<file path="src/rtl/mac_dot_product_sequencer.sv">
// Sequencer that computes one element C[i][j] of an NxN matrix product on an
// external MAC unit (outC <= clear ? 0 : outC + inA*inB each rising edge).
//
// Ports:
//   clock, reset          rising-edge clock, synchronous active-high reset
//   start                 request one dot product (accepted only when idle)
//   row_index, col_index  i and j, latched when start is accepted
//   busy                  high whenever a run is in progress
//   a_addr, b_addr        operand memory read addresses (i*N+k, k*N+j)
//   a_data, b_data        operand memory read data, one cycle after address
//   mac_inA, mac_inB      operands to the MAC (zero when no data is valid)
//   mac_clear             MAC accumulator clear
//   mac_outC              MAC accumulator value
//   result, c_addr        captured dot product and its destination i*N+j
//   result_valid          one-cycle pulse when result/c_addr are new
module mac_dot_product_sequencer #(
    parameter int unsigned N      = 8,
    parameter int unsigned DATA_W = 8,
    parameter int unsigned ACC_W  = 19,
    parameter int unsigned IDX_W  = 3,
    parameter int unsigned ADDR_W = 6
) (
    input  logic              clock,
    input  logic              reset,
    input  logic              start,
    input  logic [IDX_W-1:0]  row_index,
    input  logic [IDX_W-1:0]  col_index,
    output logic              busy,
    output logic [ADDR_W-1:0] a_addr,
    output logic [ADDR_W-1:0] b_addr,
    input  logic [DATA_W-1:0] a_data,
    input  logic [DATA_W-1:0] b_data,
    output logic [DATA_W-1:0] mac_inA,
    output logic [DATA_W-1:0] mac_inB,
    output logic              mac_clear,
    input  logic [ACC_W-1:0]  mac_outC,
    output logic [ACC_W-1:0]  result,
    output logic [ADDR_W-1:0] c_addr,
    output logic              result_valid
);

    localparam logic [IDX_W-1:0] K_LAST = IDX_W'(N - 1);

    typedef enum logic [2:0] {
        IDLE    = 3'd0,
        ISSUE   = 3'd1,
        DRAIN   = 3'd2,
        CAPTURE = 3'd3,
        DONE    = 3'd4
    } seqState_t;

    seqState_t         state, stateNext;
    logic [IDX_W-1:0]  k, kNext;
    logic [IDX_W-1:0]  rowIdx, rowNext;
    logic [IDX_W-1:0]  colIdx, colNext;
    logic [ADDR_W-1:0] aAddrNext, bAddrNext, cAddrNext;
    logic [ACC_W-1:0]  resultNext;
    logic              dataValid;

    // Row-major flattening of a (row, col) pair into a memory address.
    function automatic logic [ADDR_W-1:0] flatAddr(input logic [IDX_W-1:0] r,
                                                   input logic [IDX_W-1:0] c);
        return ADDR_W'(ADDR_W'(r) * ADDR_W'(N) + ADDR_W'(c));
    endfunction

    // Next-state and next-register values.
    always_comb begin
        stateNext  = state;
        kNext      = k;
        rowNext    = rowIdx;
        colNext    = colIdx;
        aAddrNext  = a_addr;
        bAddrNext  = b_addr;
        resultNext = result;
        cAddrNext  = c_addr;
        case (state)
            IDLE: begin
                if (start) begin
                    stateNext = ISSUE;
                    kNext     = '0;
                    rowNext   = row_index;
                    colNext   = col_index;
                    aAddrNext = flatAddr(row_index, '0);
                    bAddrNext = flatAddr('0, col_index);
                end
            end
            ISSUE: begin
                if (k == K_LAST) begin
                    stateNext = DRAIN;
                end else begin
                    kNext     = k + IDX_W'(1);
                    aAddrNext = flatAddr(rowIdx, k + IDX_W'(1));
                    bAddrNext = flatAddr(k + IDX_W'(1), colIdx);
                end
            end
            DRAIN: stateNext = CAPTURE;
            CAPTURE: begin
                stateNext  = DONE;
                resultNext = mac_outC;
                cAddrNext  = flatAddr(rowIdx, colIdx);
            end
            DONE: stateNext = IDLE;
            default: stateNext = IDLE;
        endcase
    end

    // State and registered outputs; status outputs are decoded from the next state.
    always_ff @(posedge clock) begin
        if (reset) begin
            state        <= IDLE;
            k            <= '0;
            rowIdx       <= '0;
            colIdx       <= '0;
            a_addr       <= '0;
            b_addr       <= '0;
            result       <= '0;
            c_addr       <= '0;
            busy         <= 1'b0;
            mac_clear    <= 1'b1;
            result_valid <= 1'b0;
            dataValid    <= 1'b0;
        end else begin
            state        <= stateNext;
            k            <= kNext;
            rowIdx       <= rowNext;
            colIdx       <= colNext;
            a_addr       <= aAddrNext;
            b_addr       <= bAddrNext;
            result       <= resultNext;
            c_addr       <= cAddrNext;
            busy         <= (stateNext != IDLE);
            mac_clear    <= (stateNext == IDLE) || (stateNext == DONE);
            result_valid <= (stateNext == DONE);
            // Memory data lags the address by one cycle.
            dataValid    <= (state == ISSUE);
        end
    end

    // Zero operands outside the data window so the MAC accumulator holds.
    assign mac_inA = dataValid ? a_data : '0;
    assign mac_inB = dataValid ? b_data : '0;

endmodule

</file>
<file path="config.mk">
export PLATFORM = sky130hd
export DESIGN_NAME = mac_dot_product_sequencer
export DESIGN_NICKNAME = d
export VERILOG_FILES = /design/src/rtl/mac_dot_product_sequencer.sv
export SDC_FILE = /design/constraint.sdc
export NUM_CORES = 1
export LEC_CHECK = 0
export BUFFER_PORTS_ARGS = -buffer_cell sky130_fd_sc_hd__clkbuf_2
export CAP_MARGIN = 20
export CORE_ASPECT_RATIO = 0.6
export CORE_MARGIN = 1
export CORE_UTILIZATION = 30
export DETAILED_ROUTE_END_ITERATION = 12
export GPL_ROUTABILITY_DRIVEN = 0
export MAX_ROUTING_LAYER = met4
export PLACE_DENSITY = 0.63
export SLEW_MARGIN = 20
export SYNTH_ARGS = -nofsm -noshare
export SYNTH_HDL_FRONTEND = slang
export SYNTH_SLANG_ARGS = --single-unit
</file>
<file path="constraint.sdc">
create_clock -name clock -period 3 [get_ports clock]
set_input_delay 0.15 -clock clock [delete_from_list [all_inputs] [get_ports clock]]
set_output_delay 0.15 -clock clock [all_outputs]
set_load 0.005 [all_outputs]
</file>
==> results.toml, run 1 <==
[final_layout]
num_antenna_cells = 0
nNetsFinal = 365
n_fill_cell = 659
fin_cells = 404
drive_gt1_frac = 0.344
syn2layout_area_growth_pct = 30.2
seqCellArea_sq_um = 941
finalInstanceArea_sq_um = 2560
multiInputGateArea_sq_um = 890

[clock_network]
cts.path.max_buffers = 2
cts-root-buf = "clkbuf_8"
post_cts_buffers = 0
clock_latency_ns = 0.29
postCtsResizedCells = 0
cts.htree.levels = 2
cts.hold.buffers_added = 0
cts_tree = "yes"
path_clk_slew_ns = 0.08
cts.sinks = 47
cts_buffers = 5

[timing]
fin_crit_ns = 1.94
setup_viol = 0
worst_pin_slew_ns = 0.972
grt_setup_unrepaired = "no"
fin_crit_sh = 0.648
relSlewSlack = 0.352
skew_ns = 0.00776
fin_setup_tns_ns = 0
timing.fmax_mhz = 514
finalMaxSlewViolations = 0
hold_viol = 0
hold_ws_ns = 0.0762

[drt]
drtIter0Drc = 67
vias = 1803
wl_per_cell_microns = 11.5
drc = 0
final_antenna_net_count = 0
first_pass_iters = 4
via_per_inst = 4.46
wirelength_microns = 4670

[min_path]
holdCritStartpoint = "mac_outC[5]"
holdPathStages = 3
min_to = "result[5]$_SDFFE_PP0N_"
hold_path.class = "in2reg"

[die]
die_area_sq_um = 6900
ioPinCount = 100
die_h_microns = 64.8
die_w_microns = 107
rows = 22
start_util = 0.317
core_sq_um = 6220

[power]
powerDensity_nw_per_um2 = 469
fin_total_pwr_uw = 1200
power_frac_seq = 0.551
p_switching_uw = 281
combPwrFrac = 0.105
p_leak_uw = 0.00117
max-vdd-ir-drop_mv = 0.221
p_clk_frac = 0.344
netSwitchingFraction = 0.233
internal_power_uw = 922

[critical_path]
slowest_stage = "dfxtp_1"
reg2regPathDepth = 3
r2r-start = "state[0]$_SDFF_PP0_"
critPathLaunchType = "flop"
r2r-end = "result[6]$_SDFFE_PP0N_"
critPathRequiredTime_ns = 3.13
crit_type = "reg2reg"
cp_cell_sequence = "nand3b_2 -> nand2_1 -> a21oi_1"
slowest_delay_ns = 0.86
worst-r2r-setup-slack_ns = 1.06
endpoint_kind = "flop"
crit_fanout = 28
arrival_ns = 2.08

[yosys]
syn_avg_cell_area_sq_um = 8.49
syn_area_sq_um = 1970
yosys_warnings = 0
synth-simple-area-share = 0.248
synth-seq-cells = 47
synth_cells = 232
synth_fa_ha_area_frac = 0.0127
synth_compound_area_frac = 0.145
synth-seq-area-share = 0.478
ys_types = 30
synth_mux_area_frac = 0.0457
synth_xor_area_frac = 0
synth_top_family_by_area = "simple AND/OR/NAND/NOR gates"
syn-num-nets = 278

[placement]
io_buffers = 99
hpwl_microns = 3300
dp_cells = 396
place_area_sq_um = 2460

[global_routing]
met1_usage = 0.194
grt_pass1_vias = 1651
track_usage = 0.142
antenna_found_initial = 0
busiest_layer = "met2"
use_met3 = 0.0362
grt_util_met2 = 0.214
grt_overflow = 0
grt_max_degree = 51
grt_first_pass_wirelength_microns = 7610

[job]
maxCapViolations = 0

[run_status]
status = "complete, no violations"
==> sequential cells by signal, summed over array words and instances, names as in the netlist <==
name and cells:
result 19, a_addr 6, c_addr 6, b_addr 3, colIdx 3, rowIdx 3, state 3, busy 1
dataValid 1, mac_clear 1, result_valid 1
==> cell usage in the layout (no fill, tap or decap), types with 2 or more instances in the layout <==
cell type | Yosys | final
clkbuf_2 | 0 | 99
nand2_1 | 51 | 51
dfxtp_1 | 47 | 47
a21oi_1 | 25 | 25
nor2_1 | 20 | 20
and2_1 | 16 | 16
mux2i_1 | 9 | 9
inv_1 | 7 | 7
clkbuf_8 | 0 | 7
a22o_1 | 6 | 6
a221oi_1 | 6 | 6
nand2b_1 | 3 | 3
nand3b_1 | 3 | 3
nor2b_1 | 2 | 2
o21ai_1 | 2 | 2
a211oi_1 | 2 | 2
ha_1 | 2 | 2
==> area by class of cell <==
| type | instances | area share |
|---|---|---|
| sequential | 47 | 0.367 |
| multi-input combinational | 158 | 0.347 |
| clock buffer | 8 | 0.0390 |
| inverter | 7 | 0.0102 |
| timing repair buffer | 100 | 0.196 |
| tap | 84 | 0.0410 |
==> cell usage after synthesis, drive strengths merged <==
| cell | instances | share of area |
|---|---|---|
| a211oi | 2 | 0.0076 |
| a21oi | 25 | 0.064 |
| a221oi | 6 | 0.027 |
| a22o | 6 | 0.027 |
| and2 | 16 | 0.051 |
| and3b | 1 | 0.0044 |
| buf | 12 | 0.042 |
| clkbuf | 8 | 0.015 |
| dfxtp | 47 | 0.48 |
| ha | 2 | 0.013 |
| inv | 7 | 0.013 |
| mux2i | 9 | 0.046 |
| nand2 | 51 | 0.097 |
| nand2b | 3 | 0.0095 |
| nand3b | 4 | 0.017 |
| nor2 | 21 | 0.041 |
| nor2b | 2 | 0.0064 |
| nor3 | 1 | 0.0025 |
| nor4 | 1 | 0.0032 |
| nor4b | 1 | 0.012 |
| o21a | 1 | 0.0038 |
| o21ai | 2 | 0.0051 |
| o21bai | 1 | 0.0038 |
| o31a | 1 | 0.0044 |
| o31ai | 1 | 0.0038 |
| or3 | 1 | 0.0032 |
==> per-layer routing <==
metal	vias to the layer above	routed length, microns
li1	937	-
met1	819	2440
met2	45	1940
met3	2	270
met4	0	8
met5	-	0
==> worst max path at each step <==
stage | from | end | slack, ns
after floorplan | a_addr[0]$_SDFFE_PP0P_ | a_addr[4]$_SDFFE_PP0P_ | 1.47
after global placement | state[0]$_SDFF_PP0_ | c_addr[1]$_SDFFE_PP0N_ | 1.13
after detailed placement | state[0]$_SDFF_PP0_ | result[15]$_SDFFE_PP0N_ | 1.05
after CTS | state[0]$_SDFF_PP0_ | c_addr[1]$_SDFFE_PP0N_ | 1.02
after global routing | state[0]$_SDFF_PP0_ | result[14]$_SDFFE_PP0N_ | 0.80
final | state[0]$_SDFF_PP0_ | result[6]$_SDFFE_PP0N_ | 1.06
==> critical path: cells and delay by family, from the launching register on <==
| family | cells | cell delay [ns] |
|---|---|---|
| AND/OR/NAND/NOR | 2 | 0.85 |
| flip-flops | 1 | 0.86 |
| AO/OA/AOI/OAI | 1 | 0.08 |
==> power groups by stage <==
stage	registers, uW	clock network [uW]	logic (uW)
2_1_floorplan	669	0	76.9
3_3_place_gp	677	0	126
3_5_place_dp	677	0	127
4_1_cts	663	433	127
5_1_grt	667	455	141
6_report	663	414	126
==> cell families (layout without fill, tap and decap cells) <==
family	Yosys count	after routing
buffers and inverters	27	115
and+or+nand+nor	102	102
adders and majority gates	2	2
AOI/OAI and AO/OA	45	45
DFF	47	47
muxes	9	9
==> stage by stage <==
stage,util,worst slack (ns)
floorplan,-,1.47
global route,0.412,0.798
CTS,0.412,1.02
global placement,0.396,1.13
detailed placement,0.396,1.05
finish,0.412,1.06
No activity file was read; power rests on OpenSTA's default activity.
==> run 2, diff against run 1 <==
Settings changed: PLACE_DENSITY 0.63 to 0.65.
Clock period 3 ns to 1.59 ns, I/O delays scaled along.
==> run 2 against run 1 <==
  * Clock-buffer cell count down 3
  * Combinational power up 140%
  * Clock skew down 0.0015 ns
  * Sequential cell count unchanged
  * Routed wire length up 5.4%
  * Final cell count up 6.2%
  * Sequential power up 87%
  * Clock power up 110%
  * Non-clock buffer count up 25
  * Power up 100%
  * Worst hold slack worse by 0.067 ns
  * Sequential share of layout area down 3.5 points
  * Critical endpoint is now b_addr[1]$_SDFFE_PP0P_
  * Largest cell class unchanged
==> results.toml, run 2 (synthesized netlist as in run 1, its figures left out) <==
[power]
p_leak_uw = 0.00130
max-vdd-ir-drop_mv = 0.357
fin_total_pwr_uw = 2410
powerDensity_nw_per_um2 = 847

[critical_path]
crit_type = "reg2reg"
reg2regPathDepth = 5
r2r-start = "a_addr[0]$_SDFFE_PP0P_"
critPathRequiredTime_ns = 1.79
worst-r2r-setup-slack_ns = 0.18
crit_start = "a_addr[0]$_SDFFE_PP0P_"
crit_fanout = 6
endpoint_kind = "flop"
endpoint = "b_addr[1]$_SDFFE_PP0P_"
r2r-end = "b_addr[1]$_SDFFE_PP0P_"
critPathLaunchType = "flop"
arrival_ns = 1.61

[final_layout]
multiInputGateArea_sq_um = 898
regMostFlops = "result"
layout_commonest_cell = "clkbuf_2"
largest_reg_flops = 19
syn2layout_area_growth_pct = 44.2
finalInstanceArea_sq_um = 2840
nNetsFinal = 390
seqCellArea_sq_um = 941
fin_cells = 429
n_fill_cell = 638
final_cell_mix = "clkbuf_2, nand2_1, dfxtp_1"
num_antenna_cells = 0
drive_gt1_frac = 0.351
top_regs = "result (19), a_addr (6), c_addr (6)"

[placement]
dp_cells = 405
hpwl_microns = 3440
place_area_sq_um = 2560
io_buffers = 99

[clock_network]
clock_latency_ns = 0.29
cts.path.max_buffers = 2
cts_tree = "yes"
cts.sinks = 47
path_clk_slew_ns = 0.09
cts.htree.levels = 2
post_cts_buffers = 0
cts_buffers = 5
cts-root-buf = "clkbuf_8"

[job]
maxCapViolations = 0

[timing]
fin_crit_ns = 1.41
grt_setup_unrepaired = "no"
fin_crit_sh = 0.886
relSlewSlack = 0.701
fin_setup_tns_ns = 0
setup_viol = 0
finalMaxSlewViolations = 0
worst_pin_slew_ns = 0.447
hold_viol = 0
timing.fmax_mhz = 710
skew_ns = 0.00622

[global_routing]
grt_pass1_vias = 1671
antenna_found_initial = 0
track_usage = 0.151
grt_first_pass_wirelength_microns = 7970
grt_max_degree = 29
grt_overflow = 0

[drt]
wl_per_cell_microns = 11.5
vias = 1857
drc = 0
via_per_inst = 4.33
final_antenna_net_count = 0
first_pass_iters = 4
drtIter0Drc = 72
wirelength_microns = 4920

[die]
core_sq_um = 6220
die_h_microns = 64.8
rows = 22
ioPinCount = 100
start_util = 0.317
die_area_sq_um = 6900
die_w_microns = 107

[run_status]
status = "complete, no violations"

[min_path]
hold_path.class = "in2reg"
==> run 2: cell count changes in the layout (fill, tap and decap cells not counted), moves of 2 or more <==
cell	previous run	this run
clkbuf_8	7	5
buf_4	1	8
buf_12	0	2
dlygate4sd3_1	0	16
==> run 2: how the worst min path moves through the flow <==
stage | from | to | slack, ns | cells past startpoint
final | mac_outC[10] | result[10]$_SDFFE_PP0N_ | 0.009 | 3
after global routing | mac_outC[16] | result[16]$_SDFFE_PP0N_ | 0.003 | 3
after CTS | mac_outC[10] | result[10]$_SDFFE_PP0N_ | 0.001 | 3
after detailed placement | mac_outC[8] | result[8]$_SDFFE_PP0N_ | 0.31 | 3
after global placement | mac_outC[4] | result[4]$_SDFFE_PP0N_ | 0.30 | 3
after floorplan | reset | mac_clear$_SDFF_PP1_ | 0.20 | 2
==> run 2: power by group <==
part	total (uW)	switching, uW	internal [uW]
Clock	868	400	468
Combinational	300	131	169
Sequential	1240	24.8	1210
Total	2410	555	1850
==> run 2: metrics by stage <==
step / util / hold WS, ns / worst slack (ns)
final: 0.456 / 0.00911 / 0.182
after CTS: 0.453 / 0.00132 / 0.126
after global placement: 0.411 / 0.304 / 0.170
after global routing: 0.456 / 0.00276 / 0.0541
after detailed placement: 0.411 / 0.310 / 0.145
after floorplan: - / 0.205 / 0.0639
==> run 2: what timing repair did <==
item	CTS	global route
endpoints found under the setup margin	0	4
hold endpoints to repair	15	1
hold buffers	15	1
resized for setup	0	2
==> run 2: layout make-up <==
| class | instances | area share |
|---|---|---|
| flip-flops and latches | 47 | 0.331 |
| multi-input cells | 158 | 0.316 |
| repair buffers | 125 | 0.266 |
| well taps | 84 | 0.0370 |
| clock buffers | 5 | 0.0242 |
| clock inverters | 3 | 0.0154 |
| inverters | 7 | 0.00926 |
==> run 2: critical path: stages (launching register included) <==
cell and delay, ns:
dfxtp_1 0.33, ha_1 0.20, ha_1 0.19, nor2b_1 0.18, o21ai_2 0.13, a221oi_1 0.30
==> run 2: layer usage <==
layer | part of all wire | up-vias | wire length [microns] | GRT usage
met5 | 0 | - | 0 | -
met4 | 0.0035 | 0 | 17 | 0.0308
met3 | 0.054 | 2 | 266 | 0.0423
met2 | 0.40 | 47 | 1970 | 0.206
met1 | 0.54 | 818 | 2660 | 0.218
li1 | - | 990 | - | -
==> run 3, diff against run 2 <==
Settings changed: REMOVE_ABC_BUFFERS set to 1.
==> run 3 against run 2 <==
  * Non-clock buffer count increased by 4
  * Sequential share of layout area decreased by 0.42 points
  * Global-route usage is 0.24 points higher
  * Core utilization up 0.58 points
  * Die area is the same
  * Register-to-register slack worse by 0.04 ns
  * Combinational power up 1%
  * Maximum frequency fell by 2.8%
  * Critical path depth did not move
  * Critical path type unchanged
  * Largest cell class unchanged
  * Largest power group unchanged
==> results.toml, run 3 (synthesized netlist as in run 1, its figures left out) <==
[final_layout]
n_fill_cell = 651
seqCellArea_sq_um = 941
multiInputGateArea_sq_um = 895
syn2layout_area_growth_pct = 46.0
final_cell_mix = "clkbuf_2, nand2_1, dfxtp_1"
largest_reg_flops = 19
utilization = 0.462
drive_gt1_frac = 0.347
regMostFlops = "result"
num_antenna_cells = 0
nNetsFinal = 394
top_regs = "result (19), a_addr (6), c_addr (6)"
layout_commonest_cell = "clkbuf_2"

[drt]
vias = 1919
drc = 0
via_per_inst = 4.43
first_pass_iters = 4
drtIter0Drc = 69
wirelength_microns = 4900
final_antenna_net_count = 0
wl_per_cell_microns = 11.3

[power]
powerDensity_nw_per_um2 = 841
p_leak_uw = 0.00131
max-vdd-ir-drop_mv = 0.461

[min_path]
holdPathStages = 3
hold_path.class = "in2reg"

[timing]
fin_setup_tns_ns = 0
skew_ns = 0.0101
timing.fmax_mhz = 690
setup_viol = 0
fin_crit_ns = 1.45
finalMaxSlewViolations = 0
hold_viol = 0
grt_setup_unrepaired = "no"
worst_pin_slew_ns = 0.467
fin_crit_sh = 0.912
relSlewSlack = 0.687

[job]
maxCapViolations = 0

[die]
rows = 22
die_area_sq_um = 6900
die_w_microns = 107
ioPinCount = 100
core_sq_um = 6220
die_h_microns = 64.8
start_util = 0.317

[global_routing]
track_usage = 0.153
grt_max_degree = 29
grt_first_pass_wirelength_microns = 8210
antenna_found_initial = 0
grt_overflow = 0
grt_pass1_vias = 1787

[critical_path]
endpoint_kind = "flop"
arrival_ns = 1.65
crit_fanout = 6
reg2regPathDepth = 5
crit_type = "reg2reg"
critPathLaunchType = "flop"
critPathRequiredTime_ns = 1.79

[placement]
io_buffers = 99
hpwl_microns = 3520

[clock_network]
path_clk_slew_ns = 0.09
post_cts_buffers = 0
cts.htree.levels = 2
cts-root-buf = "clkbuf_8"
cts.sinks = 47
cts_buffers = 5
clock_latency_ns = 0.29
cts_tree = "yes"
cts.path.max_buffers = 2

[run_status]
status = "complete, no violations"
## run 3: layout make-up
type | instances | area share
flip-flops and latches | 47 | 0.327
clock buffers | 5 | 0.0239
well taps | 84 | 0.0366
repair buffers | 129 | 0.276
inverters | 7 | 0.00914
multi-input cells | 158 | 0.311
clock inverters | 3 | 0.0161
## run 3: per-layer routing
layer	track usage	part of all wire
met4	0.0257	0
met3	0.0443	0.055
met2	0.240	0.45
met5	-	0
met1	0.200	0.49
## run 3: where the power goes
group	total, uW	leakage (uW)	switching, uW	internal, uW
registers	1240	0.000382	28.5	1210
logic	304	0.000876	129	176
clock network	874	0.0000548	401	474
total	2420	0.00131	558	1860
## run 3: final timing paths
| kind | from | to | slack (ns) |
|---|---|---|---|
| setup / recovery | a_addr[0]$_SDFFE_PP0P_ | b_addr[0]$_SDFFE_PP0P_ | 0.14 |
| hold / removal | col_index[0] | colIdx[0]$_SDFFE_PP0P_ | 0.04 |
| setup reg to reg | a_addr[0]$_SDFFE_PP0P_ | b_addr[0]$_SDFFE_PP0P_ | 0.14 |
| hold reg to reg | result[5]$_SDFFE_PP0N_ | result[5]$_SDFFE_PP0N_ | 0.46 |
## run 3: timing repair
action | in CTS | in global routing
setup endpoints to repair | 0 | 2
gates resized for setup | 0 | 1
hold buffers | 19 | 0
hold endpoints to repair | 19 | 0
## run 3: worst max-delay path, stage by stage (launching register included)
cell	delay (ns)
dfxtp_1	0.32
ha_1	0.19
ha_1	0.19
nor2b_1	0.15
o21ai_1	0.18
a221oi_1	0.33
## run 3: metrics by stage
step	hold slack [ns]	total power, uW	setup slack (ns)	area (sq um)	instances
after floorplan	0.149	1380	-0.0189	1860	212
after global placement	0.303	1530	0.159	2560	406
after detailed placement	0.311	1540	0.135	2560	406
after CTS	0.0305	2460	0.124	2870	433
after global routing	0.0278	2580	0.00177	2880	433
final	0.0398	2420	0.141	2880	433
